[src/rtl/md_stall_ctrl_pkg.sv]
// -----------------------------------------------------------------------------
// md_stall_ctrl_pkg
//
// Shared constants for the multiply/divide unit (MDU) sequencing logic.
// Used by the stall controller, and also by the MDU datapath and the
// decode unit, so the op codes and default latencies are defined only here.
//
// Contents:
//   MD_MULTU/MD_MULT/MD_DIVU/MD_DIV  2-bit MDU op codes carried on E_md_op
//   DEFAULT_MUL_CYCLES              busy cycles for mult/multu after issue
//   DEFAULT_DIV_CYCLES              busy cycles for div/divu after issue
//   CNT_W, CNT_MAX                  busy counter width and largest latency
//   md_state_e                      MDU occupancy FSM states
//   md_op_is_div()                  true for the divide-class op codes
// -----------------------------------------------------------------------------
package md_stall_ctrl_pkg;

    // MDU op codes. Bit 1 separates the divide class from the multiply class.
    localparam logic [1:0] MD_MULTU = 2'd0;
    localparam logic [1:0] MD_MULT  = 2'd1;
    localparam logic [1:0] MD_DIVU  = 2'd2;
    localparam logic [1:0] MD_DIV   = 2'd3;

    // Default MDU latencies, counted in cycles after the issue cycle.
    localparam int DEFAULT_MUL_CYCLES = 5;
    localparam int DEFAULT_DIV_CYCLES = 10;

    // The busy counter is 4 bits wide, so no latency may exceed 15.
    localparam int CNT_W   = 4;
    localparam int CNT_MAX = (1 << CNT_W) - 1;

    // MDU occupancy states.
    typedef enum logic [1:0] {
        ST_IDLE     = 2'd0,
        ST_MUL_BUSY = 2'd1,
        ST_DIV_BUSY = 2'd2
    } md_state_e;

    // Divide-class ops load the divide latency; everything else is a multiply.
    function automatic logic md_op_is_div(input logic [1:0] op);
        return (op == MD_DIVU) || (op == MD_DIV);
    endfunction

endpackage

[src/rtl/md_stall_ctrl_busy_fsm.sv]
// -----------------------------------------------------------------------------
// md_busy_fsm
//
// MDU occupancy tracker. It leaves IDLE when an MDU op is started, then stays
// busy for exactly MUL_CYCLES or DIV_CYCLES cycles and returns to IDLE on
// its own. A start that arrives while the unit is busy is ignored: the
// counter is not reloaded. The surrounding stall logic normally keeps that
// from happening.
//
// Parameters:
//   MUL_CYCLES  busy cycles for mult/multu (1..15)
//   DIV_CYCLES  busy cycles for div/divu   (1..15)
//
// Ports:
//   clk       in   system clock, all state updates on posedge
//   reset     in   synchronous, active-high reset
//   start     in   E-stage instruction is an MDU op this cycle
//   op        in   MDU op code, valid with start
//   busy      out  MDU computing (state != IDLE, from registered state)
//   md_done   out  high in the last busy cycle
//   issue     out  start accepted this cycle (start while IDLE)
// -----------------------------------------------------------------------------
module md_busy_fsm
    import md_stall_ctrl_pkg::*;
#(
    parameter int MUL_CYCLES = DEFAULT_MUL_CYCLES,
    parameter int DIV_CYCLES = DEFAULT_DIV_CYCLES
) (
    input  logic       clk,
    input  logic       reset,
    input  logic       start,
    input  logic [1:0] op,
    output logic       busy,
    output logic       md_done,
    output logic       issue
);

    // Latencies that do not fit the 4-bit counter are rejected at elaboration.
    if (MUL_CYCLES < 1 || MUL_CYCLES > CNT_MAX) begin : g_bad_mul_cycles
        $error("md_busy_fsm: MUL_CYCLES must lie in 1..%0d", CNT_MAX);
    end
    if (DIV_CYCLES < 1 || DIV_CYCLES > CNT_MAX) begin : g_bad_div_cycles
        $error("md_busy_fsm: DIV_CYCLES must lie in 1..%0d", CNT_MAX);
    end

    localparam logic [CNT_W-1:0] MUL_CNT  = CNT_W'(MUL_CYCLES);
    localparam logic [CNT_W-1:0] DIV_CNT  = CNT_W'(DIV_CYCLES);
    localparam logic [CNT_W-1:0] CNT_ONE  = CNT_W'(1);
    localparam logic [CNT_W-1:0] CNT_ZERO = CNT_W'(0);

    md_state_e        state_q, state_d;
    logic [CNT_W-1:0] cnt_q, cnt_d;

    // State register. Reset wins over everything, so an operation cut short
    // by reset ends without ever passing through its md_done cycle.
    always_ff @(posedge clk) begin
        if (reset) begin
            state_q <= ST_IDLE;
            cnt_q   <= CNT_ZERO;
        end else begin
            state_q <= state_d;
            cnt_q   <= cnt_d;
        end
    end

    // Next-state logic. cnt holds the number of busy cycles still to run,
    // including the current one. cnt == 1 is therefore the final busy cycle.
    always_comb begin
        state_d = state_q;
        cnt_d   = cnt_q;
        unique case (state_q)
            ST_IDLE: begin
                if (start) begin
                    if (md_op_is_div(op)) begin
                        state_d = ST_DIV_BUSY;
                        cnt_d   = DIV_CNT;
                    end else begin
                        state_d = ST_MUL_BUSY;
                        cnt_d   = MUL_CNT;
                    end
                end
            end
            ST_MUL_BUSY,
            ST_DIV_BUSY: begin
                if (cnt_q == CNT_ONE) begin
                    state_d = ST_IDLE;
                    cnt_d   = CNT_ZERO;
                end else begin
                    cnt_d   = cnt_q - CNT_ONE;
                end
            end
            default: begin
                state_d = ST_IDLE;
                cnt_d   = CNT_ZERO;
            end
        endcase
    end

    // Outputs come from the registered state, so busy and md_done do not
    // depend on any input in the current cycle.
    always_comb begin
        busy    = 1'b0;
        md_done = 1'b0;
        issue   = 1'b0;
        busy    = (state_q != ST_IDLE);
        md_done = (state_q != ST_IDLE) && (cnt_q == CNT_ONE);
        issue   = (state_q == ST_IDLE) && start;
    end

endmodule

[src/rtl/md_stall_ctrl.sv]
// -----------------------------------------------------------------------------
// md_stall_ctrl
//
// Sequencing controller for the MDU and the front-end pipeline registers of
// the 5-stage core. It combines the hazard unit's RAW stall request with the
// MDU occupancy. An MDU-class instruction in D (mult/div/mfhi/mflo/mthi/mtlo)
// is held while the MDU is busy, and also in the cycle where an MDU op is
// issued from E. Non-MDU instructions continue while the MDU is busy.
//
// Optional feature (macro MD_STALL_STAT_EN):
//   stall_cnt     cycles where an MDU-class D instruction was held by the MDU
//                 (cycles stalled only by D_data_stall are not counted)
//   md_issue_cnt  accepted MDU starts
//   Both counters saturate at all-ones and are cleared by reset. When the
//   macro is undefined, both ports and both counters are absent.
//
// Parameters:
//   MUL_CYCLES  busy cycles for mult/multu after issue (1..15)
//   DIV_CYCLES  busy cycles for div/divu after issue   (1..15)
//
// Ports:
//   clk           in   system clock
//   reset         in   synchronous, active-high reset
//   E_md_start    in   E-stage instruction is mult/multu/div/divu
//   E_md_op       in   E-stage MDU op code
//   D_use_md      in   D-stage instruction is MDU-class
//   D_data_stall  in   RAW stall request from the hazard unit
//   busy          out  MDU computing
//   md_done       out  pulse in the last busy cycle
//   PC_WE         out  PC write-enable
//   FD_WE         out  F/D register write-enable
//   DE_flush      out  D/E bubble insert
//   stall         out  combined stall
// -----------------------------------------------------------------------------
module md_stall_ctrl
    import md_stall_ctrl_pkg::*;
#(
    parameter int MUL_CYCLES = DEFAULT_MUL_CYCLES,
    parameter int DIV_CYCLES = DEFAULT_DIV_CYCLES
) (
    input  logic        clk,
    input  logic        reset,
    input  logic        E_md_start,
    input  logic [1:0]  E_md_op,
    input  logic        D_use_md,
    input  logic        D_data_stall,
    output logic        busy,
    output logic        md_done,
    output logic        PC_WE,
    output logic        FD_WE,
    output logic        DE_flush,
    output logic        stall
`ifdef MD_STALL_STAT_EN
    ,
    output logic [31:0] stall_cnt,
    output logic [31:0] md_issue_cnt
`endif
);

    logic fsm_busy;
    logic fsm_done;
    logic fsm_issue;
    logic md_hold;

    md_busy_fsm #(
        .MUL_CYCLES (MUL_CYCLES),
        .DIV_CYCLES (DIV_CYCLES)
    ) u_busy_fsm (
        .clk     (clk),
        .reset   (reset),
        .start   (E_md_start),
        .op      (E_md_op),
        .busy    (fsm_busy),
        .md_done (fsm_done),
        .issue   (fsm_issue)
    );

    // Stall merge. md_hold is the MDU's share of the stall. The E_md_start
    // term holds a D-stage MDU instruction in the issue cycle, before busy
    // has risen. During reset, only the hazard unit's request can stall the
    // front end.
    always_comb begin
        md_hold  = 1'b0;
        stall    = 1'b0;
        md_hold  = D_use_md && (fsm_busy || E_md_start) && !reset;
        stall    = D_data_stall || md_hold;
        busy     = fsm_busy;
        md_done  = fsm_done;
        PC_WE    = !stall;
        FD_WE    = !stall;
        DE_flush = stall;
    end

`ifdef MD_STALL_STAT_EN
    logic [31:0] stall_cnt_q, stall_cnt_d;
    logic [31:0] md_issue_cnt_q, md_issue_cnt_d;

    // Saturating event counters. Only md_hold cycles are counted, so stalls
    // caused solely by the hazard unit do not change stall_cnt.
    always_comb begin
        stall_cnt_d    = stall_cnt_q;
        md_issue_cnt_d = md_issue_cnt_q;
        if (md_hold && (stall_cnt_q != 32'hFFFF_FFFF)) begin
            stall_cnt_d = stall_cnt_q + 32'd1;
        end
        if (fsm_issue && (md_issue_cnt_q != 32'hFFFF_FFFF)) begin
            md_issue_cnt_d = md_issue_cnt_q + 32'd1;
        end
    end

    // Counter registers, cleared by reset.
    always_ff @(posedge clk) begin
        if (reset) begin
            stall_cnt_q    <= 32'd0;
            md_issue_cnt_q <= 32'd0;
        end else begin
            stall_cnt_q    <= stall_cnt_d;
            md_issue_cnt_q <= md_issue_cnt_d;
        end
    end

    assign stall_cnt    = stall_cnt_q;
    assign md_issue_cnt = md_issue_cnt_q;
`endif

endmodule

[config.mk]
export PLATFORM = sky130hd
export DESIGN_NAME = md_stall_ctrl
export DESIGN_NICKNAME = d
export VERILOG_FILES = /design/src/rtl/md_stall_ctrl_pkg.sv /design/src/rtl/md_stall_ctrl_busy_fsm.sv /design/src/rtl/md_stall_ctrl.sv
export SDC_FILE = /design/constraint.sdc
export NUM_CORES = 1
export LEC_CHECK = 0
export BUFFER_PORTS_ARGS = -buffer_cell sky130_fd_sc_hd__buf_2
export CELL_PAD_IN_SITES_DETAIL_PLACEMENT = 0
export CELL_PAD_IN_SITES_GLOBAL_PLACEMENT = 2
export CORE_AREA = 2 2 43 45
export CTS_BUF_LIST = sky130_fd_sc_hd__clkbuf_4 sky130_fd_sc_hd__clkbuf_8
export CTS_CLUSTER_SIZE = 40
export DETAILED_ROUTE_END_ITERATION = 10
export DIE_AREA = 0 0 45 47
export PLACE_DENSITY_LB_ADDON = 0.1
export SLEW_MARGIN = 40
export SYNTH_ARGS = -nofsm -noshare
export SYNTH_HDL_FRONTEND = slang
export SYNTH_SLANG_ARGS = --single-unit
export TNS_END_PERCENT = 1
[constraint.sdc]
create_clock -name clk -period 2.05 [get_ports clk]
set_clock_uncertainty 0.1 [all_clocks]
set_input_delay 0.41 -clock clk [delete_from_list [all_inputs] [get_ports clk]]
set_output_delay 0.41 -clock clk [all_outputs]
set_load 0.005 [all_outputs]
==> implementation parameters, run 1 <==
Parameter                              Value

Outcome
  Status ... completed

Clocking
  Clock input transition at the sequential cells of the worst setup and hold paths ... roughly 0.05 ns
  Number of setup buffers added after CTS ... 0
  Total number of clock tree sinks ... 6
  CTS tree ... built
  Clock tree root buffer cell ... clkbuf_4
  Quantity of hold-fixing buffers added after cts ... 0
  Clock buffer count from CTS ... 3
  Maximum level of the CTS H-tree ... 1
  Clock network latency to the later pin of the worst-skew pair ... 0.24 ns
  Number of gates given a new drive strength after cts ... 0
  Largest buffer count on any clock path ... 2

STA
  Final worst path period share ... between 90% and 100%
  Final critical-path setup slack ... around 0.11 ns
  Final setup fails ... 0
  Worst slack on hold paths ... 0.2976 ns
  Post-layout minimum cycle time ... 1.938 ns
  Upper clock frequency limit ... 516.0 MHz
  Total Neg Setup Slack ... 0 ns
  Count of pins over their slew limit ... 0
  Pin slew with the least headroom to its limit ... 0.2664 ns
  Final Hold Violating Endpoints ... 0
  Worst slew slack as a fraction of its limit ... 82.13%
  Unrepaired setup endpoints after global routing ... false

Floorplan
  Vertical die dimension ... 47 um
  Core Footprint ... 0.001652 mm2
  Initial Utilization ... 27.95%
  Die area ... 0.002115 mm2
  Number of rows in the core area ... 15
  I/O pin total ... 13
  Die width ... between 40 and 50 um

Critical path
  Arrival time at the worst endpoint ... 1.43 ns
  RR Endpoint ... u_busy_fsm.cnt_q[2]
  Delay of the slowest critical-path stage ... 0.40 ns
  Critical path's slowest cell ... or3b_4
  Element type at the critical path start ... register
  Crit path launch ... u_busy_fsm.cnt_q[0]
  Largest fanout on the critical path ... 4
  Ordered list of cells on the worst path ... ha_2 -> or3b_4 -> nor2_1 -> buf_2
  Launching point of the worst reg2reg path ... u_busy_fsm.state_q[0]
  Capturing element type of the critical path ... output port
  Crit. path cell count ... 4
  Bufs and invs on worst path ... 1
  Reg-to-reg setup timing slack ... 0.41 ns
  Critical path's top delay family ... simple AND/OR/NAND/NOR gates
  Number of cells traversed by the worst register-to-register path ... 5
  Req. time, crit path ... ~1.5 ns
  Worst setup path class ... reg2out

Route
  Iteration count of the initial detailed-routing pass ... 4
  Sum of routed wire length over all layers ... around 1100 um
  Routed WL per cell ... 12.34 um
  Total via count in the routed design ... 417
  DRC Markers ... 0
  Iteration-0 DRC Markers ... 3
  Count of nets left with antenna violations after detail routing ... 0
  Number of vias per cell ... a little under 5

Yosys
  Synth Warn # ... 0
  Synthesized instance count ... 55
  Flip-flop and latch count after synthesis ... 6
  Prevailing post-synth register cell ... dfxtp_1
  Netlist area before placement ... approximately 460 um2
  Post-synth EDFFs ... 0
  Fraction of registers with async set or reset after synthesis ... 0%
  Count of cell types in the netlist ... 28
  Net Count, Synth ... 66
  Portion of the post-synthesis area used by sequential elements ... between 20% and 30%
  Average cell area after synthesis ... 8.394 um2

Global routing
  Pin count of the biggest net entering global routing ... 8
  Wire length of the first global-routing pass ... 1725 um
  Vias in the first global route ... 398
  Remaining Overflow, GRT ... 0
  Aggregate global-route resource usage ... between 10% and 20%
  Antenna violations before repair ... 0

Place
  Instance count after placement with tap cells included ... 83
  Last weighted congestion value of the routability-driven placer ... 0.6844
  Placed inst area ... 538.0 um2
  Worst slack, placed ... 0.3279 ns
  IO Port Bufs ... 11
  Sum of net half-perimeters after detailed placement ... 882.6 um

Min path
  Worst min-delay path startpoint ... reset
  Worst Hold Path Cells ... 2
  Hold path endpoint ... u_busy_fsm.cnt_q[1]
  Hold/Removal Path Class ... in2reg

Layout
  Synth-to-layout area growth ... 21.95%
  Most frequent standard cell in the layout excluding fill and tap cells ... buf_2
  Fin util ... 34.09%
  Number of non-filler instances in the completed layout ... 86
  Fraction of layout instances using a drive strength above 1 ... 34.78%
  Antenna diodes ... 0
  Post-route standard cell area excluding fillers ... 563.0 um2
  Most frequent cells in the layout ... buf_2, inv_1, nand2_1, dfxtp_1
  Count of nets after finishing ... 82

Pwr
  Post-route total power ... 0.7123 mW
  Pleak ... 0.2758 nW
  Worst IR drop on VDD ... roughly 0.52 mV
  Power density relative to cell area ... 1265 mW/mm2

Job
  Max-cap viol count ... 0
## routing by layer
layer / share of wire (%) / GRT usage, % / vias up
li1: - / - / 221
met1: 51 / 14.98 / 186
met2: 44 / 17.14 / 8
met3: 4.1 / 1.154 / 2
met4: 0.47 / 7.059 / 0
met5: 0 / 0 / -
## power breakdown
group          internal (mW)  leakage (nW)  total, mW  switching, mW
Combinational          0.197         0.213      0.397          0.200
Sequential             0.162        0.0495      0.207         0.0450
Clock                 0.0662        0.0138      0.108         0.0422
Total                  0.426         0.276      0.712          0.287
## registers in the layout, indices dropped and copies added, names as in the netlist
name and flops:
u_busy_fsm.cnt_q 4, u_busy_fsm.state_q 2
## worst max-delay path by stage
stage / end / slack (ns)
final: md_done / 0.11
after global routing: md_done / 0.03
after CTS: md_done / 0.07
after detailed placement: FD_WE / 0.33
after global placement: md_done / 0.33
after floorplan: PC_WE / 0.38
## layout make-up
| type | instances | area (um2) |
|---|---|---|
| fillers | 192 | 1089 |
| multi-input cells | 38 | 295.3 |
| flip-flops and latches | 6 | 120.1 |
| repair buffers | 13 | 70.07 |
| inverters | 9 | 33.78 |
| clock buffers | 3 | 22.52 |
| well taps | 17 | 21.27 |
## Yosys cell counts (2+ instances only)
| cell type | n | share of area [%] |
|---|---|---|
| nand2_1 | 6 | 4.9 |
| a21oi_1 | 2 | 2.2 |
| ha_1 | 4 | 11 |
| nand2b_1 | 3 | 4.1 |
| nand3_1 | 2 | 2.2 |
| mux2i_1 | 2 | 4.3 |
| and3b_1 | 2 | 3.8 |
| buf_4 | 2 | 3.3 |
| dfxtp_1 | 6 | 26 |
| inv_1 | 8 | 6.5 |
## logic make-up after synthesis
kind of cell | share of synthesized area, %
compound gates | 19.24
fa+ha+maj | 10.84
buf+inv | 10.57
flops | 26.02
mux | 4.336
simple gates | 29.00
Power figures use the tool's default switching activity.
==> inputs of run 2 (changes only) <==
--- a/config.mk
+++ b/config.mk
@@ -13,7 +13,7 @@
 export CTS_CLUSTER_SIZE = 40
 export DETAILED_ROUTE_END_ITERATION = 10
 export DIE_AREA = 0 0 45 47
-export PLACE_DENSITY_LB_ADDON = 0.1
+export PLACE_DENSITY = 0.79
 export SLEW_MARGIN = 40
 export SYNTH_ARGS = -nofsm -noshare
 export SYNTH_HDL_FRONTEND = slang
==> implementation parameters, run 2 (synthesis gave the netlist of run 1 again) <==
Parameter                              Value

Pwr
  Power density relative to cell area ... 1290 mW/mm2 (+2.0%)
  Part of the power in the clock network ... 16.0% (+0.8 points)
  Pleak ... 0.2711 nW (-1.7%)
  Net load switching power ... 0.2907 mW (+1.4%)
  Logic pwr share ... 55.7% (about the same)
  Switching part of the total ... 40.57% (+0.31 points)
  Proportion of power drawn by flip-flops and latches ... 28.3% (-0.8 points)
  Worst IR drop on VDD ... 0.7208 mV (+38%)
  Cell Int Power ... 0.4259 mW (about the same)

Clocking
  Total number of clock tree sinks ... 6 (unchanged)
  Maximum level of the CTS H-tree ... 1 (unchanged)
  Clock tree root buffer cell ... clkbuf_4
  Clock buffer count from CTS ... 3 (unchanged)
  Number of gates given a new drive strength after cts ... 0 (unchanged)
  Clock input transition at the sequential cells of the worst setup and hold paths ... 0.05 ns (about the same)
  Number of setup buffers added after CTS ... 0 (unchanged)
  Largest buffer count on any clock path ... 2 (unchanged)
  CTS tree ... built
  Quantity of hold-fixing buffers added after cts ... 0 (unchanged)
  Clock network latency to the later pin of the worst-skew pair ... 0.25 ns (about the same)

STA
  Total Neg Setup Slack ... 0 ns (unchanged)
  Final Hold Violating Endpoints ... 0 (unchanged)
  Upper clock frequency limit ... 505.0 MHz (-2.1%)
  Final setup fails ... 0 (unchanged)
  Count of pins over their slew limit ... 0 (unchanged)
  Final critical-path setup slack ... 0.06974 ns (-0.04214 ns)
  Worst slew slack as a fraction of its limit ... 81.12% (-1.0 points)
  Post-layout minimum cycle time ... 1.980 ns (+0.04214 ns)
  Pin slew with the least headroom to its limit ... 0.2826 ns (+0.01617 ns)
  Final worst path period share ... 96.60% (+2.1 points)
  Unrepaired setup endpoints after global routing ... false

Place
  Last weighted congestion value of the routability-driven placer ... 0.7279 (+6.4%)
  Sum of net half-perimeters after detailed placement ... 820.6 um (-7.0%)
  Worst slack, placed ... 0.3327 ns (+0.004871 ns)
  IO Port Bufs ... 11 (unchanged)

Layout
  Sequential cell area in the final layout ... 120.1 um2 (unchanged)
  Antenna diodes ... 0 (unchanged)
  Flip-flop count of the largest register, all copies and words added ... 4 (unchanged)
  Fraction of layout instances using a drive strength above 1 ... 32.35% (-2.4 points)
  Most frequent standard cell in the layout excluding fill and tap cells ... buf_2
  Synth-to-layout area growth ... 20.33%
  Area of the multi-input gates ... 295.3 um2 (unchanged)
  Most frequent cells in the layout ... buf_2, inv_1, nand2_1, dfxtp_1
  Final-layout fill cell count ... 188 (-2.1%)
  Registers with the most flip-flops ... u_busy_fsm.cnt_q x4, u_busy_fsm.state_q x2
  Count of nets after finishing ... 81 (-1.2%)
  Register with the most flip-flops ... u_busy_fsm.cnt_q
  Fin util ... 33.64% (-0.45 points)

Route
  Number of vias per cell ... 4.988 (+2.9%)
  Iteration count of the initial detailed-routing pass ... 3 (-1)
  Total via count in the routed design ... 424 (+1.7%)
  Iteration-0 DRC Markers ... 6 (+3)
  Count of nets left with antenna violations after detail routing ... 0 (unchanged)
  Routed WL per cell ... 11.67 um (-5.4%)
  Sum of routed wire length over all layers ... 992 um (-6.5%)
  DRC Markers ... 0 (unchanged)

Critical path
  Worst setup path class ... reg2out
  Reg-to-reg setup timing slack ... 0.42 ns (about the same)
  RR Endpoint ... u_busy_fsm.cnt_q[3]
  Ordered list of cells on the worst path ... inv_1 -> ha_2 -> or3b_4 -> nor2_1 -> buf_2
  Req. time, crit path ... 1.54 ns (about the same)
  Arrival time at the worst endpoint ... 1.47 ns (+0.04 ns)
  Element type at the critical path start ... register
  Delay of the slowest critical-path stage ... 0.40 ns (about the same)
  Crit path launch ... u_busy_fsm.cnt_q[1]
  Launching point of the worst reg2reg path ... u_busy_fsm.state_q[0]
  Critical path's slowest cell ... or3b_4
  Number of cells traversed by the worst register-to-register path ... 6 (+1)
  Largest fanout on the critical path ... 3 (-1)
  Capturing element type of the critical path ... output port

Global routing
  Pin count of the biggest net entering global routing ... 8 (unchanged)
  Vias in the first global route ... 345 (-13%)
  Aggregate global-route resource usage ... 11.66% (+0.50 points)
  Antenna violations before repair ... 0 (unchanged)
  Wire length of the first global-routing pass ... 1662 um (-3.7%)
  Remaining Overflow, GRT ... 0 (unchanged)

Floorplan
  Initial Utilization ... 27.95% (unchanged)
  Core Footprint ... 0.001652 mm2 (unchanged)
  Vertical die dimension ... 47 um (unchanged)
  Die area ... 0.002115 mm2 (unchanged)
  Number of rows in the core area ... 15 (unchanged)
  I/O pin total ... 13 (unchanged)
  Die width ... 45 um (unchanged)

Min path
  Hold/Removal Path Class ... in2reg
  Worst min-delay path startpoint ... reset
  Worst Hold Path Cells ... 2 (unchanged)
  Hold path endpoint ... u_busy_fsm.cnt_q[1]

Job
  Max-cap viol count ... 0 (unchanged)

Outcome
  Status ... completed
## run 2: area by class of cell
cell class	instances	area share (%)
Clock buffer	3	4.054
Inverter	9	6.081
Multi-Input combinational cell	38	53.15
Sequential cell	6	21.62
Tap cell	17	3.829
Timing Repair Buffer	12	11.26
## run 2: power by group through the flow
stage	sequential (mW)	combinational (mW)	clock, mW
final	0.203	0.399	0.115
after global routing	0.210	0.451	0.130
after CTS	0.203	0.398	0.119
after detailed placement	0.206	0.396	0
after global placement	0.206	0.395	0
after floorplan	0.194	0.299	0
## run 2: metrics by stage
stage                     cells  hold slack [ns]  power (mW)  instance area, um2
final                        85           0.2979      0.7166               555.5
after floorplan              55           0.3385      0.4936               461.7
after CTS                    85           0.2935      0.7199               553.0
after global routing         85           0.2957      0.7912               555.5
after detailed placement     82           0.3722      0.6026               530.5
after global placement       82           0.3675      0.6009               530.5
## run 2: routing by layer
layer,global-route usage (%),routed length [um],vias to the layer above
met4,3.529,0,0
met1,15.51,476,196
met5,0,0,-
met3,6.923,56,0
li1,-,-,220
met2,15.71,458,8
## run 2: worst max-delay path, delay by kind of cell (launching register included)
| family | cells | cell delay [ns] |
|---|---|---|
| buf+inv | 2 | 0.22 |
| fa+ha+maj | 1 | 0.19 |
| flops | 1 | 0.32 |
| simple gates | 2 | 0.50 |
## run 2: worst max-delay path by stage
stage	to	cells past startpoint
after floorplan	PC_WE	6
after global placement	md_done	5
after detailed placement	md_done	5
after CTS	md_done	5
after global routing	md_done	5
final	md_done	5
==> inputs of run 3 (changes only) <==
--- a/config.mk
+++ b/config.mk
@@ -8,14 +8,15 @@
 export BUFFER_PORTS_ARGS = -buffer_cell sky130_fd_sc_hd__buf_2
 export CELL_PAD_IN_SITES_DETAIL_PLACEMENT = 0
 export CELL_PAD_IN_SITES_GLOBAL_PLACEMENT = 2
-export CORE_AREA = 2 2 43 45
+export CORE_AREA = 2 2 44 46
 export CTS_BUF_LIST = sky130_fd_sc_hd__clkbuf_4 sky130_fd_sc_hd__clkbuf_8
 export CTS_CLUSTER_SIZE = 40
 export DETAILED_ROUTE_END_ITERATION = 10
-export DIE_AREA = 0 0 45 47
-export PLACE_DENSITY = 0.79
+export DIE_AREA = 0 0 46 48
+export PLACE_DENSITY = 0.8
 export SLEW_MARGIN = 40
 export SYNTH_ARGS = -nofsm -noshare
 export SYNTH_HDL_FRONTEND = slang
+export SYNTH_HIERARCHICAL = 1
 export SYNTH_SLANG_ARGS = --single-unit
 export TNS_END_PERCENT = 1
==> implementation parameters, run 3 <==
Parameter                              Value

Outcome
  Status ... completed

Global routing
  Antenna violations before repair ... 0 (unchanged)
  Aggregate global-route resource usage ... 10.80% (-0.86 points)
  Remaining Overflow, GRT ... 0 (unchanged)
  Vias in the first global route ... 400 (+16%)
  Pin count of the biggest net entering global routing ... 12 (+4)
  Wire length of the first global-routing pass ... 1642 um (-1.2%)

Floorplan
  Die width ... 46 um (+2.2%)
  Core Footprint ... 0.001689 mm2 (+2.3%)
  Die area ... 0.002208 mm2 (+4.4%)
  Number of rows in the core area ... 15 (unchanged)
  I/O pin total ... 13 (unchanged)
  Initial Utilization ... 29.85% (+1.9 points)
  Vertical die dimension ... 48 um (+2.1%)

Place
  IO Port Bufs ... 11 (unchanged)
  Instance count after placement with tap cells included ... 83 (+1.2%)
  Placed inst area ... 556.8 um2 (+5.0%)
  Sum of net half-perimeters after detailed placement ... 751 um (-8.5%)
  Last weighted congestion value of the routability-driven placer ... 0.7163 (-1.6%)

Critical path
  Critical path's slowest cell ... or3b_4
  Req. time, crit path ... 1.54 ns (about the same)
  Reg-to-reg setup timing slack ... 0.30 ns (-0.12 ns)
  Ordered list of cells on the worst path ... inv_1 -> ha_1 -> or3b_4 -> nor2_1 -> buf_2
  Arrival time at the worst endpoint ... 1.47 ns (about the same)
  Worst setup path class ... reg2out
  Critical Path End ... md_done
  Crit. path cell count ... 5 (unchanged)
  Launching point of the worst reg2reg path ... u_busy_fsm/cnt_q[1]
  Element type at the critical path start ... register
  Capturing element type of the critical path ... output port
  Crit path launch ... u_busy_fsm/cnt_q[1]
  RR Endpoint ... u_busy_fsm/state_q[1]
  Largest fanout on the critical path ... 4 (+1)
  Bufs and invs on worst path ... 2 (unchanged)
  Critical path's top delay family ... simple AND/OR/NAND/NOR gates
  Number of cells traversed by the worst register-to-register path ... 5 (-1)
  Delay of the slowest critical-path stage ... 0.43 ns (+0.03 ns)

Pwr
  Post-route total power ... 0.7169 mW (about the same)
  Power density relative to cell area ... 1235 mW/mm2 (-4.3%)
  Worst IR drop on VDD ... 0.5544 mV (-23%)
  Pleak ... 0.2715 nW (+0.15%)

Clocking
  Maximum level of the CTS H-tree ... 1 (unchanged)
  Number of setup buffers added after CTS ... 0 (unchanged)
  Clock tree root buffer cell ... clkbuf_4
  Clock buffer count from CTS ... 3 (unchanged)
  Clock network latency to the later pin of the worst-skew pair ... 0.24 ns (about the same)
  Total number of clock tree sinks ... 6 (unchanged)
  CTS tree ... built
  Largest buffer count on any clock path ... 2 (unchanged)
  Clock input transition at the sequential cells of the worst setup and hold paths ... 0.05 ns (about the same)

Layout
  Fraction of layout instances using a drive strength above 1 ... 27.54% (-4.8 points)
  Final-layout fill cell count ... 181 (-3.7%)
  Post-route standard cell area excluding fillers ... 580.6 um2 (+4.5%)
  Antenna diodes ... 0 (unchanged)
  Area of the multi-input gates ... 334.1 um2 (+13%)
  Registers with the most flip-flops ... u_busy_fsm/cnt_q x4, u_busy_fsm/state_q x2
  Number of non-filler instances in the completed layout ... 86 (+1.2%)
  Register with the most flip-flops ... u_busy_fsm/cnt_q
  Sequential cell area in the final layout ... 121.4 um2 (+1.0%)
  Most frequent cells in the layout ... buf_2, inv_1, dfxtp_1
  Flip-flop count of the largest register, all copies and words added ... 4 (unchanged)
  Count of nets after finishing ... 82 (+1.2%)
  Fin util ... 34.37% (+0.73 points)
  Most frequent standard cell in the layout excluding fill and tap cells ... buf_2
  Synth-to-layout area growth ... 15.14%

Route
  DRC Markers ... 0 (unchanged)
  Iteration-0 DRC Markers ... 6 (unchanged)
  Count of nets left with antenna violations after detail routing ... 0 (unchanged)
  Iteration count of the initial detailed-routing pass ... 4 (+1)
  Number of vias per cell ... 5.047 (+1.2%)
  Total via count in the routed design ... 434 (+2.4%)
  Sum of routed wire length over all layers ... 990 um (-0.20%)
  Routed WL per cell ... 11.51 um (-1.4%)

STA
  Total Neg Setup Slack ... 0 ns (unchanged)
  Final worst path period share ... 96.35% (-0.25 points)
  Upper clock frequency limit ... 506.3 MHz (+0.26%)
  Count of pins over their slew limit ... 0 (unchanged)
  Unrepaired setup endpoints after global routing ... false
  Post-layout minimum cycle time ... 1.975 ns (-0.005130 ns)
  Pin slew with the least headroom to its limit ... 0.3480 ns (+0.06539 ns)
  Final Hold Violating Endpoints ... 0 (unchanged)
  Worst slew slack as a fraction of its limit ... 76.75% (-4.4 points)
  Final setup fails ... 0 (unchanged)

Yosys
  Synth Warn # ... 6 (+6)
  Synthesized instance count ... 58 (+5.5%)
  Netlist area before placement ... 504.2 um2 (+9.2%)
  Net Count, Synth ... 69 (+4.5%)
  Average cell area after synthesis ... 8.694 um2 (+3.6%)

Min path
  Hold/Removal Path Class ... in2reg

Job
  Max-cap viol count ... 0 (unchanged)
## run 3: per-stage QoR
step	setup slack, ns	hold slack, ns
after floorplan	0.3786	0.3586
after global placement	0.2938	0.3840
after detailed placement	0.2759	0.3951
after CTS	0.02098	0.3693
after global routing	0.0008096	0.3963
final	0.07487	0.3786
## run 3: worst min path at each step
stage	startpoint	endpoint	slack, ns	cells after the start
floorplan	u_busy_fsm/cnt_q[1]	u_busy_fsm/cnt_q[1]	0.36	2
global placement	u_busy_fsm/cnt_q[1]	u_busy_fsm/cnt_q[1]	0.38	2
detailed placement	u_busy_fsm/cnt_q[1]	u_busy_fsm/cnt_q[1]	0.40	2
CTS	reset	u_busy_fsm/cnt_q[1]	0.37	2
global route	reset	u_busy_fsm/cnt_q[1]	0.40	2
finish	reset	u_busy_fsm/cnt_q[1]	0.38	2
## run 3: power by group
group	internal (mW)	total, mW	switching (mW)
clock	0.0662	0.109	0.0427
sequential	0.164	0.211	0.0478
combinational	0.198	0.396	0.198
## run 3: final cells by class
class,instances,area share (%)
timing repair buffer,12,10.78
tap,17,3.664
inverter,5,3.233
clock buffer,3,3.879
multi-input combinational,43,57.54
sequential,6,20.91
## run 3: worst reg2reg max path: cells and delay by family (launching register included)
family	cells	cell delay, ns
simple gates	1	0.43
flops	1	0.33
mux	1	0.33
fa+ha+maj	1	0.18
compound gates	1	0.18
buf+inv	1	0.09
## run 3: layer usage
metal  up-vias  wire length (um)  share of wire, %  global-route usage [%]
met5         -                 0                 0                       0
met4         0                 0                 0                   5.143
met3         0                64               6.5                   3.396
met2        18               424                43                   16.67
met1       191               501                51                   13.65
li1        225                 -                 -                       -
## run 3: timing repair
action / CTS / global route
resized for setup: 0 / 1
hold buffers: 0 / 0
endpoints found under the hold margin: 0 / 0
endpoints found under the setup margin: 0 / 1
